[config.mk]
export PLATFORM = sky130hd
export DESIGN_NAME = alu_arbiter
export DESIGN_NICKNAME = d
export VERILOG_FILES = /design/src/rtl/alu_arbiter.sv
export SDC_FILE = /design/constraint.sdc
export NUM_CORES = 1
export LEC_CHECK = 0
export CAP_MARGIN = 20
export CORE_ASPECT_RATIO = 1.75
export CORE_MARGIN = 10
export CORE_UTILIZATION = 32
export DETAILED_ROUTE_END_ITERATION = 8
export PLACE_DENSITY = 0.94
export REMOVE_ABC_BUFFERS = 1
export SLEW_MARGIN = 10
export SYNTH_ARGS = -nofsm -noshare
export SYNTH_HDL_FRONTEND = slang
export SYNTH_SLANG_ARGS = --single-unit
[constraint.sdc]
create_clock -name clk -period 2 [get_ports clk]
set_input_delay 0.3 -clock clk [delete_from_list [all_inputs] [get_ports clk]]
set_output_delay 0.3 -clock clk [all_outputs]
set_load 0.03 [all_outputs]
[src/rtl/alu_arbiter.sv]
// Two-requester arbiter in front of a shared combinational ALU, with a one-deep response register.
// Tie policy: fixed priority to requester 0 by default, round-robin when ALU_ARB_ROUND_ROBIN_EN is defined.
module alu_arbiter #(
    parameter int CNT_W = 16
) (
    input  logic             clk,
    input  logic             rst,
    input  logic             req0_valid,
    output logic             req0_ready,
    input  logic [3:0]       req0_oper,
    input  logic [31:0]      req0_a,
    input  logic [31:0]      req0_b,
    input  logic             req1_valid,
    output logic             req1_ready,
    input  logic [3:0]       req1_oper,
    input  logic [31:0]      req1_a,
    input  logic [31:0]      req1_b,
    output logic [3:0]       alu_oper,
    output logic [31:0]      alu_a,
    output logic [31:0]      alu_b,
    input  logic [31:0]      alu_result,
    output logic             rsp_valid,
    output logic             rsp_id,
    output logic [31:0]      rsp_result,
    input  logic             rsp_ready,
    output logic [CNT_W-1:0] gnt_cnt0,
    output logic [CNT_W-1:0] gnt_cnt1
);

    logic can_issue;
    logic tie_pick;
    logic gnt0;
    logic gnt1;
    logic last_winner;

    always_comb begin
        can_issue = !rsp_valid || rsp_ready;
`ifdef ALU_ARB_ROUND_ROBIN_EN
        tie_pick = ~last_winner;
`else
        // Fixed priority: last_winner is still tracked but never steers the tie.
        tie_pick = last_winner & 1'b0;
`endif
        gnt0 = 1'b0;
        gnt1 = 1'b0;
        if (!rst && can_issue) begin
            if (req0_valid && req1_valid) begin
                gnt0 = !tie_pick;
                gnt1 = tie_pick;
            end else begin
                gnt0 = req0_valid;
                gnt1 = req1_valid;
            end
        end
    end

    assign req0_ready = gnt0;
    assign req1_ready = gnt1;

    always_comb begin
        alu_oper = 4'd0;
        alu_a    = 32'd0;
        alu_b    = 32'd0;
        if (gnt0) begin
            alu_oper = req0_oper;
            alu_a    = req0_a;
            alu_b    = req0_b;
        end else if (gnt1) begin
            alu_oper = req1_oper;
            alu_a    = req1_a;
            alu_b    = req1_b;
        end
    end

    always_ff @(posedge clk) begin
        if (rst) begin
            rsp_valid   <= 1'b0;
            rsp_id      <= 1'b0;
            rsp_result  <= 32'd0;
            gnt_cnt0    <= '0;
            gnt_cnt1    <= '0;
            last_winner <= 1'b1;
        end else begin
            if (gnt0 || gnt1) begin
                rsp_valid   <= 1'b1;
                rsp_id      <= gnt1;
                rsp_result  <= alu_result;
                last_winner <= gnt1;
            end else if (rsp_ready) begin
                rsp_valid <= 1'b0;
            end
            // Counters saturate rather than wrap.
            if (gnt0 && gnt_cnt0 != '1) gnt_cnt0 <= gnt_cnt0 + CNT_W'(1);
            if (gnt1 && gnt_cnt1 != '1) gnt_cnt1 <= gnt_cnt1 + CNT_W'(1);
        end
    end

endmodule

# Yosys cells after proc, flatten, opt, wreduce, memory -nomap -nowiden
# Cells that the tools add are included.
# classes
addsub	2
mul	0
div	0
n_lt_le_gt_ge	0
eq_ne	2
n_shift	0
muxes	12
bitwise_logic	0
n_reduce_logical	9
# ops
cell	n
32-bit two-way mux	4
16-bit by 1-bit adder with 16-bit output, second input constant	2
16-bit inequality test, second input constant	2
4-bit two-way mux	2
1-bit two-way mux	6
1-bit logical AND	4
1-bit logical NOT	2
1-bit logical OR	2
2-bit nonzero test	1
# word_totals
regBits	66
latch_bits	0
ram_bits	0
rom_bits	0
in_bits	173
out_inout_bits	136
word_cells	30
n_memories	0

# Longest topological paths before layout
# Gate-level depths: netlist (run 1).
# logic_depth
depth_word	6
depth_mapped	7
ltp_nobuf	6

# Worst setup path before layout (run 1)
# No wires, ideal clock.
# synth_path
path_type	register -> output
from	register rsp_valid
to	output alu_a[25]
arrival_time_ns	2.026
required_time_ns	1.700
slack_ns	-0.326
stages_incl_launch_ff	6
n_path_buf	1
path_cell_list	dfxtp_1 nor2b_2 or3_4 inv_2 clkbuf_1 a22o_1
# synth_between
elab_chain_cells	6
# synth_lines
item	line	source
from (decl)	22	output logic rsp_valid,
from (signal assigned)	77	rsp_valid <= 1'b0;
from (signal assigned)	85	rsp_valid <= 1'b1;
from (signal assigned)	90	rsp_valid <= 1'b0;
1-bit logical NOT	37	can_issue = !rsp_valid || rsp_ready;
1-bit logical OR	37	
1-bit logical AND	46	if (!rst && can_issue) begin
1-bit two-way mux	46	
named net req1_ready	14	output logic req1_ready,
32-bit two-way mux	68	end else if (gnt1) begin
32-bit two-way mux	64	if (gnt0) begin
to (decl)	19	output logic [31:0] alu_a,
# The timed path passes the listed nets, and every way through them passes these cells.

# Worst setup path after layout (run 1)
# layout_path
from	register rsp_valid
to	output alu_a[11]
# layout_between
elab_chain_cells	6
# layout_lines
item	line
1-bit logical NOT (*)	37
1-bit logical OR (*)	37
1-bit logical AND (*)	46
1-bit two-way mux	46
32-bit two-way mux	68
32-bit two-way mux (*)	64
# Every way passes the cells marked *; elsewhere a longest branch is shown, timed or not.

==> results of run 1 <==
-- worst max-delay path: cells and delay by family (launching register included) --
kind	cells	cell delay (ns)
AO/OA/AOI/OAI	1	0.19
buffers and inverters	4	0.52
flip-flops	1	0.32
AND/OR/NAND/NOR	2	0.52
-- path summary, 6_finish.rpt --
| check | from | endpoint | cells after the start |
|---|---|---|---|
| setup / recovery | rsp_valid$_SDFFE_PP0P_ | alu_a[11] | 7 |
| hold / removal | rst | rsp_id$_SDFFE_PP0P_ | 3 |
| setup reg to reg | rsp_valid$_SDFFE_PP0P_ | gnt_cnt1[9]$_SDFFE_PP0P_ | 12 |
| hold reg to reg | rsp_result[21]$_SDFFE_PP0P_ | rsp_result[21]$_SDFFE_PP0P_ | 2 |
-- cells in the mapped netlist --
cell / instances / share of area, %
nand2b_4: 1 / 0.40
nand2b_1: 3 / 0.54
o21ai_2: 1 / 0.25
and4_4: 1 / 0.32
nor2b_2: 1 / 0.25
nor4b_2: 4 / 1.7
and2_1: 1 / 0.18
o2111ai_1: 1 / 0.25
mux2_1: 1 / 0.32
buf_1: 2 / 0.22
nor4_1: 2 / 0.36
ha_1: 2 / 0.72
o21a_1: 1 / 0.22
nand3_1: 13 / 1.9
mux2i_1: 2 / 0.58
nor3_2: 2 / 0.58
o21ai_1: 1 / 0.14
nand4_4: 1 / 0.61
xor2_1: 9 / 2.3
nand2_1: 72 / 7.8
or3_4: 2 / 0.65
and4_1: 3 / 0.76
nor2_1: 32 / 3.5
dfxtp_1: 66 / 38
o21ai_0: 4 / 0.58
nor4_2: 1 / 0.36
nand3b_1: 1 / 0.22
nor2b_1: 2 / 0.36
a22o_1: 68 / 17
and4b_1: 1 / 0.29
or3_1: 1 / 0.18
or4_1: 1 / 0.22
nor4_4: 2 / 1.2
nor3_1: 8 / 1.2
a21oi_1: 38 / 5.5
buf_6: 1 / 0.32
xnor2_1: 14 / 3.5
inv_2: 1 / 0.11
clkbuf_1: 20 / 2.2
nand4_1: 11 / 2.0
a311oi_1: 1 / 0.25
buf_2: 7 / 1.0
and3_1: 6 / 1.1
-- what timing repair did --
action / 4_1_cts / 5_1_grt
pin swaps: 26 / 11
endpoints found under the setup margin: 69 / 75
gates cloned: 4 / 0
endpoints found under the hold margin: 0 / 0
hold buffers: 0 / 0
gates resized for setup: 83 / 10
buffers inserted: 7 / 1
-- cell families (layout without fill, tap and decap cells) --
| group | Yosys count | in the layout | synth area share (%) |
|---|---|---|---|
| AO/OA/AOI/OAI | 115 | 115 | 24.3 |
| XOR/XNOR | 23 | 23 | 5.79 |
| adder cells (fa/ha/maj) | 2 | 2 | 0.719 |
| buffers and inverters | 31 | 366 | 3.81 |
| flip-flops | 66 | 66 | 38.0 |
| multiplexers | 3 | 3 | 0.899 |
| other | 0 | 9 | 0 |
| AND/OR/NAND/NOR | 172 | 172 | 26.5 |
-- report_power, final --
group          internal (mW)  switching (mW)  total (mW)
combinational          0.738           0.653        1.39
clock                  0.848           0.623        1.47
sequential              1.36          0.0267        1.39
-- metrics by stage --
stage,util (%),power [mW],hold WS (ns)
2_1_floorplan,-,1.90,0.369
3_3_place_gp,64.0,2.63,0.437
3_5_place_dp,64.0,2.66,0.446
4_1_cts,71.2,4.24,0.322
5_1_grt,71.9,4.39,0.386
6_report,72.0,4.25,0.329
-- layout make-up --
class	instances	area [um^2]	share of cell area, %
Antenna cell	9	22.5	0.292
Inverter	1	11.3	0.146
Timing Repair Buffer	349	3760	48.8
Sequential cell	66	1330	17.2
Tap cell	130	163	2.11
Clock inverter	7	53.8	0.699
Multi-Input combinational cell	315	2140	27.8
Clock buffer	9	225	2.92
-- metal layers --
| layer | up-vias | GRT usage [%] | share of wire (%) |
|---|---|---|---|
| li1 | 2179 | - | - |
| met1 | 2273 | 25.9 | 34 |
| met2 | 298 | 45.7 | 50 |
| met3 | 68 | 14.0 | 12 |
| met4 | 10 | 12.3 | 4.2 |
| met5 | - | 0 | 0.29 |
-- sequential cells by signal, summed over array words and instances (netlist names) --
name	count
rsp_valid	1
gnt_cnt0	16
rsp_result	32
gnt_cnt1	16
rsp_id	1
==> flow_summary.yaml, run 1 <==
sta:
  setup_slack_ns: -0.185
  drv_slew: 0
  fin_crit_sh_pct: 109
  tns_ns: -8.57
  tightest_slew_ns: 0.641
  final.setup_skew_ns: 0.00759
  maxSlewHeadroom_pct: 57.3
  max_clock_freq_mhz: 458
  rsz0062_at_grt: "yes"
  finalCriticalPeriod_ns: 2.18
  setup_viol: 70
  hold_viol: 0
clocking:
  clock_latency_ns: 0.33
  cts_buffers: 9
  h-tree-depth: 3
  clock_path_buffers: 2
  cts.clk_slew.worst_paths_ns: 0.05
  root_buffer: "clkbuf_16"
  cts_tree: "yes"
  cts_sinks: 66
cells_and_area:
  final_cell_area_um2: 7700
  area_growth_pct: 121
  nets: 917
  final_cell_mix: "clkdlybuf4s50_1, nand2_1, dfxtp_1"
  final_common_cell: "clkdlybuf4s50_1"
  layout-drive-gt1-share_pct: 21.8
  fillers: 721
  final_cell_count_no_fill: 886
setup_path:
  slowest_stage: "or3_4"
  worst_ep_required_time_ns: 1.70
  cpPeakStageDelay_ns: 0.40
  crit_chain: "nor2b_4, or3_4, inv_8, buf_12, buf_16, a22o_1, buf_6"
  cp_data_arrival_time_ns: 1.88
  setup.worst_path.class: "register to output port"
  crit_fanout: 24
  start_kind: "register"
  reg2reg_slack_ns: -0.03
  worstSetupEndpointType: "output port"
min_path:
  holdCritPathClass: "input pin to register"
drt:
  drt-initial-drc-count: 196
  dr.pass1.iters: 5
  post-route-drc-count: 0
  drt-total-wl_um: 22600
  avgViaCountPerCell: 5.45
  vias: 4828
  wl_per_cell_um: 25.5
  ant_nets: 0
power_and_ir_drop:
  p_leak_nw: 3.04
  ir_drop_uv: 582
  power_density_nw_per_um2: 552
global_routing:
  first_global_vias: 5256
  antenna_found_initial: 14
  grt_max_degree: 61
  gr-total-overflow: 0
  grt_pass1_wl_um: 32400
  track_usage_pct: 26.7
placed_design:
  hpwl_um: 17100
  dpl.cell_count: 850
  place_congestion: 0.958
  place_ws_ns: -0.259
  io_buffers: 308
  placed_area_um2: 6850
logic_synthesis:
  synth_cells: 412
  ys_warn_count: 0
  yosysSeqAreaShare_pct: 38.0
  synth-seq-cells: 66
  synth_area_um2: 3480
  syn_avg_cell_area_um2: 8.44
  yosysUniqueCellTypes: 43
run:
  cap_violations: 0
floorplan:
  row_count: 50
  die_h_um: 158
  top_level_ports: 309
  die_x_um: 98.8
  coreArea_um2: 10700
  die-area_um2: 15600
  start_util_pct: 32.5
outcome:
  outcome: "complete, but fails checks"
  violations: "negative setup slack"
Power figures use the tool's default switching activity.
==> run 2, diff against run 1 <==
Settings changed: CORE_ASPECT_RATIO 1.75 to 1.1.
==> run 2 against run 1 <==
- the run still ends with negative setup slack left
- sequential power is essentially flat
- utilization grew 2.9 points
- maximum frequency grew 3.2%
- first-iteration DRC count grew 65%
- combinational power grew 4%
- non-clock buffer count shrank 7
- global-route usage shrank 0.27 points
- register-to-register slack gained 0.18 ns
- wire length shrank 0.39%
- setup slack gained 0.069 ns
- largest cell class unchanged
- largest power group unchanged
==> flow_summary.yaml, run 2 (synthesis results as in run 1) <==
setup_path:
  cp_data_arrival_time_ns: 1.82
  crit_fanout: 9
  startpoint: "rsp_valid$_SDFFE_PP0P_"
  worst_ep_required_time_ns: 1.70
  setup.worst_path.class: "register to output port"
  reg2reg_from: "gnt_cnt0[8]$_SDFFE_PP0P_"
  start_kind: "register"
  worstSetupEndpointType: "output port"
cells_and_area:
  final_cell_count_no_fill: 889
  area_growth_pct: 126
  fillers: 655
  top_register: "rsp_result"
  reg_top3: "rsp_result x32, gnt_cnt0 x16, gnt_cnt1 x16"
  final_cell_mix: "clkdlybuf4s50_1, nand2_1, dfxtp_1"
  final_common_cell: "clkdlybuf4s50_1"
  layout-drive-gt1-share_pct: 21.5
  largest_reg_flops: 32
  nets: 910
sta:
  maxSlewHeadroom_pct: 55.6
  max_clock_freq_mhz: 473
  fin_crit_sh_pct: 106
  finalCriticalPeriod_ns: 2.12
  final.setup_skew_ns: 0.00811
  setup_slack_ns: -0.116
  setup_viol: 68
  hold_ws_ns: 0.225
  tightest_slew_ns: 0.667
  tns_ns: -3.83
  drv_slew: 0
  hold_viol: 0
  rsz0062_at_grt: "yes"
floorplan:
  start_util_pct: 33.2
  die_x_um: 119
  row_count: 39
  top_level_ports: 309
  coreArea_um2: 10500
  die_h_um: 129
  die-area_um2: 15400
power_and_ir_drop:
  power_mw: 4.28
  pwr-share-comb_pct: 33.6
  seq_power_share_pct: 32.5
  p_sw_share_pct: 28.9
  p_leak_nw: 3.08
  ir_drop_uv: 641
  power_switching_mw: 1.24
  power_density_nw_per_um2: 544
  internal-power_mw: 3.04
  clkPwrFrac_pct: 33.9
outcome:
  outcome: "complete, but fails checks"
  violations: "negative setup slack"
clocking:
  clock_latency_ns: 0.33
  root_buffer: "clkbuf_16"
  cts_buffers: 9
  cts_sinks: 66
  h-tree-depth: 3
  clock_path_buffers: 2
  cts.clk_slew.worst_paths_ns: 0.05
  cts_tree: "yes"
min_path:
  holdCritPathClass: "input pin to register"
  hold_path.startpoint: "rst"
global_routing:
  antenna_found_initial: 8
  first_global_vias: 4780
  grt_pass1_wl_um: 31000
  grt_max_degree: 66
  gr-total-overflow: 0
  track_usage_pct: 26.4
run:
  cap_violations: 0
drt:
  drt-total-wl_um: 22500
  ant_nets: 0
  dr.pass1.iters: 5
  vias: 4703
  drt-initial-drc-count: 324
  avgViaCountPerCell: 5.29
  post-route-drc-count: 0
  wl_per_cell_um: 25.3
placed_design:
  place_congestion: 0.939
  io_buffers: 308
  dpl.cell_count: 855
  hpwl_um: 17300
## run 2: layer usage
| metal | track usage [%] | wire length [um] | up-vias |
|---|---|---|---|
| met2 | 48.6 | 11700 | 260 |
| li1 | - | - | 2161 |
| met1 | 26.3 | 7730 | 2239 |
| met4 | 10.7 | 907 | 2 |
| met3 | 10.3 | 2150 | 41 |
| met5 | 0 | 12 | - |
## run 2: worst max-delay path, stage by stage (launching register included)
cell and delay (ns):
dfxtp_2 0.31, nor2b_4 0.12, or3_4 0.37, inv_8 0.10
buf_4 0.13, buf_16 0.12, a22o_1 0.20, buf_12 0.14
## run 2: power groups by stage
stage                     combinational, mW  sequential, mW  clock (mW)
after global placement                 1.27            1.41           0
final                                  1.44            1.39        1.45
after floorplan                       0.391            1.51           0
after global routing                   1.50            1.40        1.52
after CTS                              1.41            1.39        1.46
after detailed placement               1.29            1.42           0
## run 2: metrics by stage
| stage | util, % | worst slack [ns] | area, um^2 |
|---|---|---|---|
| final | 74.9 | -0.116 | 7860 |
| after global routing | 74.8 | -0.171 | 7850 |
| after CTS | 74.0 | -0.139 | 7770 |
| after detailed placement | 66.7 | -0.234 | 6990 |
| after global placement | 66.7 | -0.199 | 6990 |
| after floorplan | - | -2.94 | 3350 |
## run 2: layout make-up
type | instances | area (um^2) | share of cell area, %
Clock inverter | 2 | 12.5 | 0.159
Tap cell | 143 | 179 | 2.28
Multi-Input combinational cell | 315 | 2210 | 28.2
Clock buffer | 13 | 260 | 3.31
Inverter | 1 | 11.3 | 0.143
Antenna cell | 7 | 17.5 | 0.223
Timing Repair Buffer | 342 | 3840 | 48.9
Sequential cell | 66 | 1320 | 16.8
## run 2: timing repair
| item | 4_1_cts | 5_1_grt |
|---|---|---|
| setup buffers | 7 | 0 |
| hold buffers | 0 | 0 |
| gates resized for setup | 69 | 9 |
| pin swaps | 22 | 23 |
| gates cloned | 5 | 1 |
| setup endpoints to repair | 69 | 71 |
## run 2: path summary, 6_finish.rpt
| kind | endpoint | depth (start not counted) | slack (ns) |
|---|---|---|---|
| worst min-delay path | gnt_cnt0[0]$_SDFFE_PP0P_ | 2 | 0.23 |
| worst max-delay path | alu_b[18] | 7 | -0.12 |
| worst min register to register | rsp_result[6]$_SDFFE_PP0P_ | 2 | 0.45 |
| worst max register to register | gnt_cnt0[11]$_SDFFE_PP0P_ | 5 | 0.15 |
==> run 3, diff against run 2 <==
Settings changed: SETUP_SLACK_MARGIN from default to 0.1.
==> run 3 against run 2 <==
- clock power about the same
- clock-buffer cell count unchanged
- total power up 0.30%
- highest routed layer unchanged
- critical path depth unchanged
- utilization up 1.1 points
- combinational power about the same
- the run still ends with negative setup slack left
- cell area up 1.5%
- worst hold slack worse by 0.0048 ns
- maximum frequency up 0.46%
- cell count up 0.67%
- wire length up 1.4%
- clock skew about the same
==> flow_summary.yaml, run 3 (synthesis results as in run 1) <==
cells_and_area:
  reg_top3: "rsp_result x32, gnt_cnt0 x16, gnt_cnt1 x16"
  final_core_util_pct: 76.0
  final_cell_mix: "clkdlybuf4s50_1, nand2_1, dfxtp_1"
  fillers: 631
  area_growth_pct: 129
  final_cell_area_um2: 7970
  final_common_cell: "clkdlybuf4s50_1"
  largest_reg_flops: 32
  top_register: "rsp_result"
  layout-drive-gt1-share_pct: 23.1
  nets: 916
setup_path:
  worst_ep_required_time_ns: 1.70
  slowest_stage: "or3_4"
  crit_fanout: 9
  crit_chain: "nor2b_4, or3_4, inv_8, buf_6, buf_12, a22o_1, buf_12"
  cpPeakStageDelay_ns: 0.37
  critical_path.most_common_cell: "buf_12"
  cp_top_family: "simple AND/OR/NAND/NOR gates"
  cp_data_arrival_time_ns: 1.81
  worstSetupEndpointType: "output port"
  path_buf_inv: 4
  start_kind: "register"
  setup.worst_path.class: "register to output port"
clocking:
  cts.clk_slew.worst_paths_ns: 0.05
  cts.hold.buffers_added: 0
  clock_latency_ns: 0.33
  cts_tree: "yes"
  cts_sinks: 66
  root_buffer: "clkbuf_16"
  cts_buffers: 9
  clock_path_buffers: 2
  h-tree-depth: 3
outcome:
  violations: "negative setup slack"
  outcome: "complete, but fails checks"
power_and_ir_drop:
  internal-power_mw: 3.05
  power_density_nw_per_um2: 538
  ir_drop_uv: 641
  p_sw_share_pct: 28.9
  pwr-share-comb_pct: 33.9
  power_switching_mw: 1.24
  seq_power_share_pct: 32.5
  clkPwrFrac_pct: 33.6
  p_leak_nw: 3.15
drt:
  drt-initial-drc-count: 342
  wl_per_cell_um: 25.5
  post-route-drc-count: 0
  drt-total-wl_um: 22800
  avgViaCountPerCell: 5.38
  dr.pass1.iters: 5
  vias: 4813
  ant_nets: 0
sta:
  final.setup_skew_ns: 0.00827
  rsz0062_at_grt: "yes"
  setup_viol: 69
  tightest_slew_ns: 0.676
  finalCriticalPeriod_ns: 2.11
  max_clock_freq_mhz: 475
  hold_viol: 0
  maxSlewHeadroom_pct: 54.9
  fin_crit_sh_pct: 105
  setup_slack_ns: -0.106
  drv_slew: 0
floorplan:
  coreArea_um2: 10500
  row_count: 39
  top_level_ports: 309
  start_util_pct: 33.2
  die-area_um2: 15400
  die_x_um: 119
  die_h_um: 129
run:
  cap_violations: 0
global_routing:
  track_usage_pct: 26.4
  grt_pass1_wl_um: 31000
  first_global_vias: 4775
  gr-total-overflow: 0
  grt_max_degree: 66
  antenna_found_initial: 7
min_path:
  holdCritPathClass: "input pin to register"
placed_design:
  placed_area_um2: 6990
  place_congestion: 0.939
  hpwl_um: 17300
  io_buffers: 308
-- run 3: changes by cell type in the layout (fill, tap and decap cells not counted), sizes merged --
cell | before | now
clkbuf | 14 | 15
buf | 104 | 109
-- run 3: metal layers --
metal	part of all wire [%]	track usage (%)
met1	35	26.3
met2	52	48.6
met3	9.4	10.3
met4	3.4	10.7
met5	0.053	0
-- run 3: final timing paths --
kind / start / end / slack [ns] / depth (start not counted)
setup / recovery: rsp_valid$_SDFFE_PP0P_ / alu_oper[2] / -0.11 / 7
hold / removal: rst / gnt_cnt0[0]$_SDFFE_PP0P_ / 0.22 / 2
setup reg to reg: rsp_valid$_SDFFE_PP0P_ / rsp_result[19]$_SDFFE_PP0P_ / 0.17 / 10
hold reg to reg: rsp_result[6]$_SDFFE_PP0P_ / rsp_result[6]$_SDFFE_PP0P_ / 0.45 / 2
-- run 3: stage by stage --
stage	hold slack, ns	setup WS (ns)	power (mW)	setup TNS (ns)	instances
4_1_cts	0.216	-0.139	4.26	-6.83	882
6_report	0.220	-0.106	4.29	-3.94	895
2_1_floorplan	0.369	-2.94	1.90	-246.42	382
3_3_place_gp	0.437	-0.199	2.68	-15.34	855
3_5_place_dp	0.449	-0.234	2.71	-17.58	855
5_1_grt	0.218	-0.159	4.43	-7.53	893
-- run 3: power by group through the flow --
stage | sequential, mW | combinational [mW] | clock (mW)
after floorplan | 1.51 | 0.391 | 0
after global routing | 1.40 | 1.51 | 1.52
after CTS | 1.39 | 1.41 | 1.46
final | 1.39 | 1.45 | 1.44
after global placement | 1.41 | 1.27 | 0
after detailed placement | 1.42 | 1.29 | 0
-- run 3: repair_timing --
| item | in CTS | in global routing |
|---|---|---|
| setup endpoints to repair | 70 | 94 |
| cloned | 5 | 2 |
| pin swaps | 22 | 37 |
| gates resized for setup | 71 | 17 |
| buffers inserted | 7 | 4 |
-- run 3: area by class of cell --
cell class | instances | area (um^2) | area share, %
repair buffers | 348 | 3920 | 49.2
multi-input cells | 315 | 2240 | 28.2
flip-flops and latches | 66 | 1330 | 16.6
clock buffers | 13 | 260 | 3.26
well taps | 143 | 179 | 2.24
diodes | 7 | 17.5 | 0.220
clock inverters | 2 | 12.5 | 0.157
inverters | 1 | 11.3 | 0.141
